$ cat config.mk
export PLATFORM = sky130hd
export DESIGN_NAME = sram_controller
export DESIGN_NICKNAME = d
export VERILOG_FILES = /design/src/rtl/sram_controller.sv
export SDC_FILE = /design/constraint.sdc
export NUM_CORES = 1
export LEC_CHECK = 0
export ABC_CLOCK_PERIOD_IN_PS = 2800
export BUFFER_PORTS_ARGS = -buffer_cell sky130_fd_sc_hd__buf_2
export CAP_MARGIN = 5
export CORE_MARGIN = 3
export CORE_UTILIZATION = 30
export DETAILED_ROUTE_END_ITERATION = 6
export PLACE_DENSITY = 0.48
export SYNTH_ARGS = -nofsm -noshare
export SYNTH_HDL_FRONTEND = slang
export SYNTH_SLANG_ARGS = --single-unit
$ cat constraint.sdc
create_clock -name clk -period 2.8 [get_ports clk]
set_clock_uncertainty 0.2 [all_clocks]
set_input_delay 0.56 -clock clk [delete_from_list [all_inputs] [get_ports clk]]
set_output_delay 0.56 -clock clk [all_outputs]
set_load 0.005 [all_outputs]
$ cat src/rtl/sram_controller.sv
// Stalls the pipeline while a 32-bit load/store is split into two 16-bit
// accesses (low halfword, then high halfword) on an asynchronous SRAM.
module sram_controller #(
    parameter int unsigned WAIT_CYCLES = 2,
    parameter logic [31:0] BASE_ADDR   = 32'd1024
) (
    input  logic        clk,
    input  logic        rst,
    input  logic        wr_en,
    input  logic        rd_en,
    input  logic [31:0] address,
    input  logic [31:0] write_data,
    output logic [31:0] read_data,
    output logic        ready,
    output logic [17:0] sram_addr,
    output logic [15:0] sram_dq_out,
    input  logic [15:0] sram_dq_in,
    output logic        sram_dq_oe,
    output logic        sram_we_n,
    output logic        sram_oe_n
);

    typedef enum logic [1:0] {IDLE, LOW, HIGH, DONE} state_t;

    localparam logic [3:0] LAST = 4'(WAIT_CYCLES - 1);

    state_t      r_state;
    logic [3:0]  r_cnt;
    logic        r_is_wr;
    logic [16:0] r_idx;
    logic [15:0] r_wdata_hi;
    logic [15:0] r_rd_lo;
    logic [31:0] r_rdata;
    logic [17:0] r_addr;
    logic [15:0] r_dq_out;
    logic        r_dq_oe;
    logic        r_we_n;
    logic        r_oe_n;

    logic        w_req;
    logic        w_last;
    logic [16:0] w_idx;
    logic [3:0]  w_cnt_next;

    assign w_req      = rd_en | wr_en;
    assign w_idx      = 17'((address - BASE_ADDR) >> 2);
    assign w_last     = (r_cnt == LAST);
    assign w_cnt_next = r_cnt + 4'd1;

    always_ff @(posedge clk or negedge rst) begin
        if (!rst) begin
            r_state    <= IDLE;
            r_cnt      <= '0;
            r_is_wr    <= 1'b0;
            r_idx      <= '0;
            r_wdata_hi <= '0;
            r_rd_lo    <= '0;
            r_rdata    <= '0;
            r_addr     <= '0;
            r_dq_out   <= '0;
            r_dq_oe    <= 1'b0;
            r_we_n     <= 1'b1;
            r_oe_n     <= 1'b1;
        end else begin
            case (r_state)
                IDLE: begin
                    if (w_req) begin
                        // Write wins when both requests are present.
                        r_state    <= LOW;
                        r_cnt      <= '0;
                        r_is_wr    <= wr_en;
                        r_idx      <= w_idx;
                        r_wdata_hi <= write_data[31:16];
                        r_addr     <= {w_idx, 1'b0};
                        r_dq_out   <= wr_en ? write_data[15:0] : '0;
                        r_dq_oe    <= wr_en;
                        r_we_n     <= ~wr_en;
                        r_oe_n     <= wr_en;
                    end
                end
                LOW: begin
                    if (w_last) begin
                        r_state  <= HIGH;
                        r_cnt    <= '0;
                        if (!r_is_wr) r_rd_lo <= sram_dq_in;
                        r_addr   <= {r_idx, 1'b1};
                        r_dq_out <= r_is_wr ? r_wdata_hi : '0;
                        r_we_n   <= ~r_is_wr;
                    end else begin
                        r_cnt <= w_cnt_next;
                        // we_n rises for the final cycle of the phase.
                        if (w_cnt_next == LAST) r_we_n <= 1'b1;
                    end
                end
                HIGH: begin
                    if (w_last) begin
                        r_state  <= DONE;
                        r_cnt    <= '0;
                        if (!r_is_wr) r_rdata <= {sram_dq_in, r_rd_lo};
                        r_addr   <= '0;
                        r_dq_out <= '0;
                        r_dq_oe  <= 1'b0;
                        r_we_n   <= 1'b1;
                        r_oe_n   <= 1'b1;
                    end else begin
                        r_cnt <= w_cnt_next;
                        if (w_cnt_next == LAST) r_we_n <= 1'b1;
                    end
                end
                DONE:    r_state <= IDLE;
                default: r_state <= IDLE;
            endcase
        end
    end

    assign ready       = (r_state == IDLE) ? ~w_req : (r_state == DONE);
    assign read_data   = r_rdata;
    assign sram_addr   = r_addr;
    assign sram_dq_out = r_dq_out;
    assign sram_dq_oe  = r_dq_oe;
    assign sram_we_n   = r_we_n;
    assign sram_oe_n   = r_oe_n;

endmodule

==> results.yml <==
outcome:
  status: "finished clean"
routing:
  viasPerCell: 4.68
  routed.top_layer: "met4"
  drtAntennaViolNets: 0
  firstDrtPassIters: 4
  route.detailed.drc: 0
  vias: 3903
  met3_length_um: 813
  wl_met1_um: 5870
  met2WireLength_um: 6130
  routed_wl_um: 13000
  avgRoutedWirePerCell_um: 15.6
  drt-initial-drc-count: 95
place:
  place_area_um2: 6630
  io_buffers: 138
  place_ws_ps: 259
  place_inst: 800
  dp_hpwl_um: 9120
  gp_congestion: 0.729
global_routing:
  grt_overflow_total: 0
  grt_pass1_vias: 4036
  grt_max_degree: 71
  grt_first_pass_wirelength_um: 21000
  antenna_found_initial: 0
  track_usage_pct: 12.8
final_layout:
  nets: 679
  layout-drive-gt1-share_pct: 49.6
  stdcell_area_um2: 7270
  syn_to_final_growth_pct: 26.3
  layout.cells.non_filler: 834
  nFillCells: 1850
pwr:
  leakagePower_nw: 3.47
  irDropWorstVdd_mv: 0.421
  p_total_mw: 9.65
  power_density_nw_per_um2: 1330
sta:
  worst_pin_slew_ps: 690
  fin_tns_setup_ps: 0
  min_period_ps: 2510
  hold_viol: 0
  finalCritPeriodShare_pct: 89.6
  max_slew_margin_pct: 54.0
  setup_viol: 0
  fmax_mhz: 398
  setup_slack_ps: 290
  rsz0062_at_grt: "no"
  slew_violations: 0
logic_synthesis:
  synthesis.area_um2: 5750
  synth-xor-area-share_pct: 1.07
  synth.distinct_cells: 51
  synthAdderAreaFrac_pct: 1.96
  yosys_warnings: 0
  synth_compound_area_share_pct: 11.7
  synth_cells: 443
  synth_nets: 536
  synth_simple_gate_area_share_pct: 8.27
  synth_mux_area_share_pct: 17.9
  synth-edff-count: 0
  synthFlopType: "dfrtp_1"
  syn_avg_cell_area_um2: 13.0
  yosys_register_bits: 125
  async_flop_share_pct: 100
  synth_top_family_by_area: "multiplexers"
  yosysSeqAreaShare_pct: 54.4
floorplanning:
  io_pins: 154
  start_util_pct: 30.6
  rows: 50
  die-area_um2: 20900
  core_um2: 18800
  fp.dieH_um: 144
  die_width_um: 144
worst_setup_path:
  critPathSlowestCell: "a211oi_4"
  cp-start-kind: "register"
  critical_path_class: "reg -> reg"
  worstPathRequired_ps: 2940
  cpPeakStageDelay_ps: 560
  arrival_ps: 2650
  critPathMaxFanout: 18
  crit_path_cell_trace: "inv_1 -> ha_1 -> or3b_4 -> a211oi_4 -> buf_4 -> nor2_1 -> a21oi_2"
  cp_num_buf_inv: 2
  cp_top_family: "compound AO/OA/AOI/OAI gates"
  crit_path_end_kind: "register"
clock_network:
  root_buffer: "clkbuf_16"
  cts_made_buffers: 17
  ctsResizeCount: 0
  clkLatencyLatePin_ps: 420
  cts_tree: "done"
  clk_pin_slew_ps: 60
  cts-htree-levels: 4
  postCtsSetupBuffers: 0
  clock_sink_count: 125
  cts_hold_buf: 1
  clk_path_buf_depth: 2
flow_run:
  max-cap-violations: 0
worst_hold_path:
  min_path_type: "in -> reg"
## cells by family (layout without fill, tap and decap cells)
| group | after synthesis | count (layout) |
|---|---|---|
| AOI/OAI and AO/OA | 91 | 91 |
| xor gates and xnor gates | 7 | 7 |
| adders and majority gates | 9 | 9 |
| buffers and inverters | 36 | 192 |
| DFF | 125 | 125 |
| muxes | 80 | 80 |
| other | 0 | 1 |
| and+or+nand+nor | 95 | 95 |
## final cells by class
type                       instances  area [um^2]  share of cell area [%]
clock inverter                    14          194                    2.67
antenna                            1         2.50                  0.0344
inverter                          10         37.5                   0.517
tap                              234          293                    4.03
timing repair buffer             150          811                    11.2
multi-input combinational        282         2370                    32.6
clock buffer                      18          429                    5.91
sequential                       125         3130                    43.1
## cells in the mapped netlist, types with 3 or more instances
library cell	number	share of area, %
dfrtp_1	123	54
mux2_2	41	8.0
nor2_1	41	2.7
mux2_4	35	9.1
a21oi_2	29	4.4
nand2_1	20	1.3
a22oi_1	16	2.1
o21ai_0	12	1.0
a21oi_1	11	0.96
clkbuf_1	10	0.65
inv_1	10	0.65
nor2b_1	10	1.1
ha_1	9	2.0
buf_6	6	1.2
xnor2_1	5	0.76
a31oi_1	4	0.43
and3_1	4	0.43
mux2i_1	4	0.70
a21o_1	3	0.39
a22o_1	3	0.46
buf_12	3	1.0
buf_2	3	0.26
buf_8	3	0.78
nor3b_1	3	0.39
## worst reg2reg max path: stages (launching register included)
cell and delay, ps:
dfrtp_1 420, inv_1 100, ha_1 190, or3b_4 450, a211oi_4 560, buf_4 360
nor2_1 90, a21oi_2 100
## metal layers
layer  track usage, %  up-vias
met5                0        -
met4             5.06        0
li1                 -     1843
met2             19.8      121
met3             4.53       13
met1             16.5     1926
## registers in the layout (all words and copies together) (netlist names), 2 cells and up
signal,flops
read_data,32
r_idx,17
r_state,2
sram_addr,18
r_cnt,4
r_wdata_hi,16
sram_dq_out,16
r_rd_lo,16
## metrics by stage
stage	hold slack [ps]	utilization, %
after floorplan	64.4	-
after global placement	256	35.3
after detailed placement	262	35.3
after CTS	157	38.7
after global routing	156	38.7
final	170	38.7
## path summary, 6_finish.rpt
| path | from | end | slack, ps | cells after the start |
|---|---|---|---|---|
| max | r_cnt[1]$_DFFE_PN0P_ | sram_dq_out[0]$_DFFE_PN0P_ | 290 | 7 |
| min | write_data[27] | r_wdata_hi[11]$_DFFE_PN0P_ | 170 | 2 |
| max in group asynchronous | rst | read_data[15]$_DFFE_PN0P_ | 1140 | 3 |
| min reg2reg | sram_oe_n$_DFFE_PN1P_ | sram_oe_n$_DFFE_PN1P_ | 270 | 2 |
| min in group asynchronous | rst | sram_dq_oe$_DFFE_PN0P_ | 510 | 2 |
| max reg2reg | r_cnt[1]$_DFFE_PN0P_ | sram_dq_out[0]$_DFFE_PN0P_ | 290 | 7 |
## power breakdown
| part | leakage (nW) | switching (mW) | internal [mW] |
|---|---|---|---|
| Clock | 0.300 | 0.825 | 1.49 |
| Sequential | 1.49 | 0.507 | 2.77 |
| Combinational | 1.68 | 2.02 | 2.04 |
| Total | 3.47 | 3.35 | 6.30 |
## placed cells by master, fill, tap and decap left out, types with 4 or more instances in the layout
cell	synthesis	layout
a21oi_2	29	29
buf_2	3	137
buf_4	1	10
mux2_4	35	35
clkinv_4	0	4
bufinv_16	0	4
ha_1	9	9
dfrtp_1	123	123
xnor2_1	5	5
a22oi_1	16	16
a21oi_1	11	11
clkbuf_16	0	17
nor2b_1	10	10
mux2_2	41	41
mux2i_1	4	4
nor2_1	41	41
nand2_1	20	20
o21ai_0	12	12
a31oi_1	4	4
inv_1	10	10
and3_1	4	4
(Power assumes the default switching activity.)
